**config.mk**
```make
export PLATFORM = sky130hd
export DESIGN_NAME = reg_dest_demux
export DESIGN_NICKNAME = d
export VERILOG_FILES = /design/src/rtl/reg_dest_demux_pkg.sv /design/src/rtl/demux_slot.sv /design/src/rtl/reg_dest_demux.sv
export SDC_FILE = /design/constraint.sdc
export NUM_CORES = 1
export LEC_CHECK = 0
export ABC_AREA = 1
export CELL_PAD_IN_SITES_DETAIL_PLACEMENT = 1
export CELL_PAD_IN_SITES_GLOBAL_PLACEMENT = 1
export CORE_MARGIN = 1
export CORE_UTILIZATION = 23
export CTS_CLUSTER_DIAMETER = 80
export DETAILED_ROUTE_END_ITERATION = 8
export HOLD_SLACK_MARGIN = 0.1
export PLACE_DENSITY = 0.57
export SLEW_MARGIN = 20
export SYNTH_ARGS = -nofsm -noshare
export SYNTH_HDL_FRONTEND = slang
export SYNTH_SLANG_ARGS = --single-unit
```
**constraint.sdc**
```tcl
create_clock -name clk -period 1.95 [get_ports clk]
set_clock_uncertainty 0.05 [all_clocks]
set_input_delay 0.585 -clock clk [delete_from_list [all_inputs] [get_ports clk]]
set_output_delay 0.585 -clock clk [all_outputs]
set_load 0.005 [all_outputs]
```
**src/rtl/reg_dest_demux_pkg.sv**
```systemverilog
// Shared constants for the register-destination demultiplexer.
// Optional feature macro: DEMUX_STATS_EN (per-channel drain counters).
package reg_dest_demux_pkg;

   localparam int unsigned DATA_W_DEFAULT = 5;
   localparam int unsigned NUM_CH         = 4;
   localparam int unsigned SEL_W          = 2;
   localparam int unsigned CNT_W          = 8;

   localparam logic [CNT_W-1:0] CNT_MAX = '1;

endpackage

```
**src/rtl/demux_slot.sv**
```systemverilog
// One channel of the demultiplexer: a single-entry holding slot with
// full flag and data register. Load and drain in the same cycle keep the
// slot full with the new payload, so each channel sustains one per cycle.
// Optional feature macro: DEMUX_STATS_EN adds a saturating drain counter.
module demux_slot
   import reg_dest_demux_pkg::*;
#(
   parameter int unsigned DATA_W = DATA_W_DEFAULT
) (
   input  logic              clk_i,
   input  logic              rst_ni,
   input  logic              load_i,
   input  logic [DATA_W-1:0] data_i,
   input  logic              ready_i,
`ifdef DEMUX_STATS_EN
   output logic [CNT_W-1:0]  count_o,
`endif
   output logic              full_o,
   output logic [DATA_W-1:0] data_o
);

   logic              full_q, full_d;
   logic [DATA_W-1:0] data_q, data_d;
   logic              drain;

   // Next-state for the slot: load wins over drain, otherwise drain empties it.
   always_comb begin
      drain  = full_q & ready_i;
      full_d = load_i | (full_q & ~drain);
      data_d = load_i ? data_i : data_q;
   end

   // Slot state registers.
   always_ff @(posedge clk_i or negedge rst_ni) begin
      if (!rst_ni) begin
         full_q <= 1'b0;
         data_q <= '0;
      end else begin
         full_q <= full_d;
         data_q <= data_d;
      end
   end

   assign full_o = full_q;
   assign data_o = data_q;

`ifdef DEMUX_STATS_EN
   logic [CNT_W-1:0] count_q, count_d;

   // Count drains, sticking at the maximum value.
   always_comb begin
      count_d = count_q;
      if (drain && (count_q != CNT_MAX)) begin
         count_d = count_q + 1'b1;
      end
   end

   // Drain counter register.
   always_ff @(posedge clk_i or negedge rst_ni) begin
      if (!rst_ni) begin
         count_q <= '0;
      end else begin
         count_q <= count_d;
      end
   end

   assign count_o = count_q;
`endif

endmodule

```
**src/rtl/reg_dest_demux.sv**
```systemverilog
// Register-destination demultiplexer: routes one input payload to one of
// four single-entry channel slots chosen by in_sel.
// Optional feature macro: DEMUX_STATS_EN exposes per-channel drain counts.
module reg_dest_demux
   import reg_dest_demux_pkg::*;
#(
   parameter int unsigned DATA_W = DATA_W_DEFAULT
) (
   input  logic              clk,
   input  logic              rst_n,
   input  logic              in_valid,
   output logic              in_ready,
   input  logic [DATA_W-1:0] in_data,
   input  logic [SEL_W-1:0]  in_sel,
   output logic [NUM_CH-1:0] out_valid,
   input  logic [NUM_CH-1:0] out_ready,
`ifdef DEMUX_STATS_EN
   output logic [CNT_W-1:0]  ch_count_0,
   output logic [CNT_W-1:0]  ch_count_1,
   output logic [CNT_W-1:0]  ch_count_2,
   output logic [CNT_W-1:0]  ch_count_3,
`endif
   output logic [DATA_W-1:0] out_data_0,
   output logic [DATA_W-1:0] out_data_1,
   output logic [DATA_W-1:0] out_data_2,
   output logic [DATA_W-1:0] out_data_3
);

   logic [NUM_CH-1:0] full;
   logic [NUM_CH-1:0] sel_oh;
   logic [NUM_CH-1:0] load;
   logic              accept;
   logic [DATA_W-1:0] slot_data [NUM_CH];

   // Select decode and ready generation; ready ignores in_valid on purpose.
   always_comb begin
      sel_oh         = '0;
      sel_oh[in_sel] = 1'b1;
      in_ready       = ~full[in_sel] | out_ready[in_sel];
      accept         = in_valid & in_ready;
      load           = accept ? sel_oh : '0;
   end

`ifdef DEMUX_STATS_EN
   logic [CNT_W-1:0] slot_count [NUM_CH];
`endif

   for (genvar k = 0; k < NUM_CH; k++) begin : g_slot
      demux_slot #(
         .DATA_W (DATA_W)
      ) u_slot (
         .clk_i   (clk),
         .rst_ni  (rst_n),
         .load_i  (load[k]),
         .data_i  (in_data),
         .ready_i (out_ready[k]),
`ifdef DEMUX_STATS_EN
         .count_o (slot_count[k]),
`endif
         .full_o  (full[k]),
         .data_o  (slot_data[k])
      );
   end

   assign out_valid  = full;
   assign out_data_0 = slot_data[0];
   assign out_data_1 = slot_data[1];
   assign out_data_2 = slot_data[2];
   assign out_data_3 = slot_data[3];

`ifdef DEMUX_STATS_EN
   assign ch_count_0 = slot_count[0];
   assign ch_count_1 = slot_count[1];
   assign ch_count_2 = slot_count[2];
   assign ch_count_3 = slot_count[3];
`endif

endmodule

```
==> reports/metrics.sh <==
STATUS='complete, no violations'
FF_LATCH_COUNT_SYNTH=24
FINAL_PERIOD_MINUS_WORST_SETUP_SLACK_NS=1.91
CP.ARRIVAL_NS=1.28
P_LEAK_nW=0.810
H_TREE_DEPTH=1
FILLER_CELL_COUNT=573
INSTANCES_NO_FILL=240
HOLD_PATH_CLASS='flip-flop to flip-flop'
POST_LAYOUT_NET_COUNT=189
PLACE_CONGESTION=0.788
LAYOUT_SETUP_WS_NS=0.0377
FIRST_GLOBAL_VIAS=1110
REGAREA_SQ_UM=601
SETUP_VIOLATIONS_FINAL=0
MAXCLOCKFREQUENCY_GHz=0.523
SYNTHESIS.NETS=143
CRIT_PATH_TOP_DELAY_CELL='sky130_fd_sc_hd__dlygate4sd2_1'
POWER_PER_CELL_AREA_nW_PER_UM2=795
AREA_GROWTH_PCT=47.3
FLOORPLAN.CORE_AREA_SQ_UM=4750
YOSYS.AREA_SHARE.XOR_XNOR=0
WORSTSETUPPATHTYPE='input port to output pin'
DPL.CELL_COUNT=236
DIEHEIGHT_UM=72.4
SYN_INST=129
GRT_USE_TOTAL=0.126
DRT-TOTAL-WL_MM=3.17
ANTENNA-DIODE-COUNT=0
SYNTH_LARGEST_AREA_CELL='sky130_fd_sc_hd__dfrtp_1'
SYNTH.TOP_CELLS.BY_AREA='sky130_fd_sc_hd__dfrtp_1, sky130_fd_sc_hd__nand2_1, sky130_fd_sc_hd__nand4_1'
HOLD_WS_NS=0.427
PLACEMENT.SETUP.WORST_SLACK_NS=-0.773
DRV.MAX_CAP_VIOLATION_COUNT=0
SYNTH_SIMPLE_GATE_AREA_SHARE=0.369
AREA_ENCLOSED_BY_THE_DIE_BOUNDARY_SQ_UM=5240
DRT_ITER0_DRC=14
POST_SYNTH_MUX_AREA_SHARE=0
DP_HPWL_MM=2.41
VIAS=1062
LAYOUT-DRIVE-GT1-SHARE=0.156
ANTENNA_LEFT=0
TRITONCTS.NUM_BUFFERS=3
SYNTH_TOP_CELL_AREA_SHARE=0.527
DIE_WIDTH_UM=72.4
FIN_AREA_SQ_UM=1680
WIRE_LENGTH_OF_THE_FIRST_GLOBAL_ROUTING_PASS_MM=5.15
STARTPOINT_TYPE='input port'
SYNTH-COMPOUND-AREA-SHARE=0.0176
AREA_OF_THE_MULTI_INPUT_GATES_SQ_UM=440
SLEW_HEADROOM=0.789
FINALCRITPERIODSHARE=0.981
LAYOUT_COMMONEST_CELL='sky130_fd_sc_hd__nand2_1'
PIN_COUNT=39
MAIN_COMBINATIONAL_CELL_FAMILY_BY_AREA_AFTER_SYNTHESIS='simple AND/OR/NAND/NOR gates'
CTS.PATH.MAX_BUFFERS=2
GR-TOTAL-OVERFLOW=0
PATH_BUF_INV=2
INITIAL_UTILIZATION=0.239
CLOCK_LATENCY_OF_THE_LATER_CLOCKED_REGISTER_IN_THE_WORST_SKEW_PAIR_NS=0.26
LARGEST_NET_DEGREE_AT_THE_START_OF_GLOBAL_ROUTING=25
CTS_TREE='done'
FIRST_PASS_ITERS=4
CP-END-KIND='output pin'
SYNTH_CELL_TYPES=15
PORTBUFFERS=38
DRC_ERRORS=0
TIMING.FINAL.HOLD_VIOLATIONS=0
MAPPEDNETLISTAREA_SQ_UM=1140
CTS_SINKS=24
TOTAL_POWER_mW=1.33
WORST_EP_REQUIRED_TIME_NS=1.31
DRT-VIAS-PER-INSTANCE=4.43
HOLD_BUFFERS=0
WORSTPATHMAXFANOUT=2
GRT_SETUP_UNREPAIRED='no'
YS.WARNINGS.COUNT=0
MAXIMUM_VDD_DROP_mV=0.263
PLACEMENT_CELL_AREA_SQ_UM=1630
ROUTEDWLPERCELL_UM=13.2
CORE.ROWCOUNT=25
CLOCK_PIN_SLEW_REPORTED_FOR_THE_WORST_SETUP_AND_HOLD_PATHS_AFTER_CLOCK_TREE_SYNTHESIS_NS=0.08
CRITICAL-PATH-TOP-DELAY-FAMILY='buffers and inverters'
TIMING_WORST_SLEW_PIN_VALUE_NS=0.317
REPORT.FINAL.SLEW_VIOL_COUNT=0
POST_SYNTH_FA_HA_MAJ_AREA_FRACTION=0
CTS-ROOT-BUF='sky130_fd_sc_hd__clkbuf_8'
SYNTHESIS.AREA_PER_INSTANCE_SQ_UM=8.83
CP_CELL_SEQUENCE='dlygate4sd2_1 -> nand3_1 -> nand2_1 -> nor2_2 -> nand2_4 -> buf_6'
MOSTFREQUENTLAYOUTCELLS='sky130_fd_sc_hd__nand2_1, sky130_fd_sc_hd__clkdlybuf4s50_1, sky130_fd_sc_hd__dfrtp_1'
NUMBER_OF_ANTENNA_VIOLATIONS_AT_THE_FIRST_CHECK_IN_GLOBAL_ROUTING=0
YOSYSSEQAREASHARE=0.527
CP_SLOWEST_STAGE_DELAY_NS=0.25
[cell usage after synthesis]
cell type,count
sky130_fd_sc_hd__buf_4,4
sky130_fd_sc_hd__buf_6,3
sky130_fd_sc_hd__clkbuf_1,2
sky130_fd_sc_hd__dfrtp_1,24
sky130_fd_sc_hd__inv_1,6
sky130_fd_sc_hd__inv_2,1
sky130_fd_sc_hd__nand2_1,53
sky130_fd_sc_hd__nand2_4,1
sky130_fd_sc_hd__nand3_1,2
sky130_fd_sc_hd__nand3_2,5
sky130_fd_sc_hd__nand4_1,20
sky130_fd_sc_hd__nor2_1,2
sky130_fd_sc_hd__nor2_2,1
sky130_fd_sc_hd__nor2_4,1
sky130_fd_sc_hd__o21ai_0,4
[metal layers]
| metal | up-vias | global-route usage | wire length (um) |
|---|---|---|---|
| li1 | 513 | - | - |
| met1 | 516 | 0.170 | 1530 |
| met3 | 4 | 0.0208 | 142 |
| met2 | 29 | 0.211 | 1470 |
| met5 | - | 0 | 0 |
| met4 | 0 | 0.0327 | 27 |
[what timing repair did]
action                     CTS  global route
pin swaps                    4             3
gates resized for setup     21             2
setup endpoints to repair   25             1
buffers inserted             1             0
[cell families after synthesis]
| kind of cell | count (synthesis) |
|---|---|
| AND/OR/NAND/NOR | 85 |
| flip-flops | 24 |
| buffers and inverters | 16 |
| AO/OA/AOI/OAI | 4 |
[metrics by stage]
step	utilization	TNS (ns)
4_1_cts	0.352	0
3_3_place_gp	0.342	-8.41
2_1_floorplan	-	0
5_1_grt	0.353	0
3_5_place_dp	0.342	-9.77
6_report	0.353	0
[final cells by class]
class / instances / area share
repair buffers: 50 / 0.289
multi-input cells: 89 / 0.263
clock buffers: 3 / 0.0246
flip-flops and latches: 24 / 0.358
inverters: 7 / 0.0157
well taps: 67 / 0.0500
[state kept, by name, summed over array words and instances (netlist names)]
register / count
g_slot.u_slot.data_o: 20
g_slot.u_slot.full_o: 4
[path summary, 6_finish.rpt]
check                                            from                         end  slack (ns)  cells past startpoint
min reg2reg                g_slot[1].u_slot.data_o[0]  g_slot[1].u_slot.data_o[0]        0.43                      2
max reg2reg                   g_slot[0].u_slot.full_o  g_slot[0].u_slot.data_o[1]        0.43                      9
max in group asynchronous                       rst_n  g_slot[1].u_slot.data_o[0]        0.98                      2
min in group asynchronous                       rst_n  g_slot[3].u_slot.data_o[2]        0.63                      2
max                                      out_ready[3]                    in_ready        0.04                      6
min                        g_slot[1].u_slot.data_o[0]  g_slot[1].u_slot.data_o[0]        0.43                      2
[where the power goes]
group          switching (mW)  internal (mW)
Sequential             0.0525          0.588
Combinational           0.168          0.239
Clock                   0.147          0.138
[worst register-to-register path, delay by kind of cell (launching register included)]
kind	cells	cell delay, ns
buffers and inverters	1	0.26
and+or+nand+nor	8	0.72
DFF	1	0.40
(Power assumes the default switching activity.)
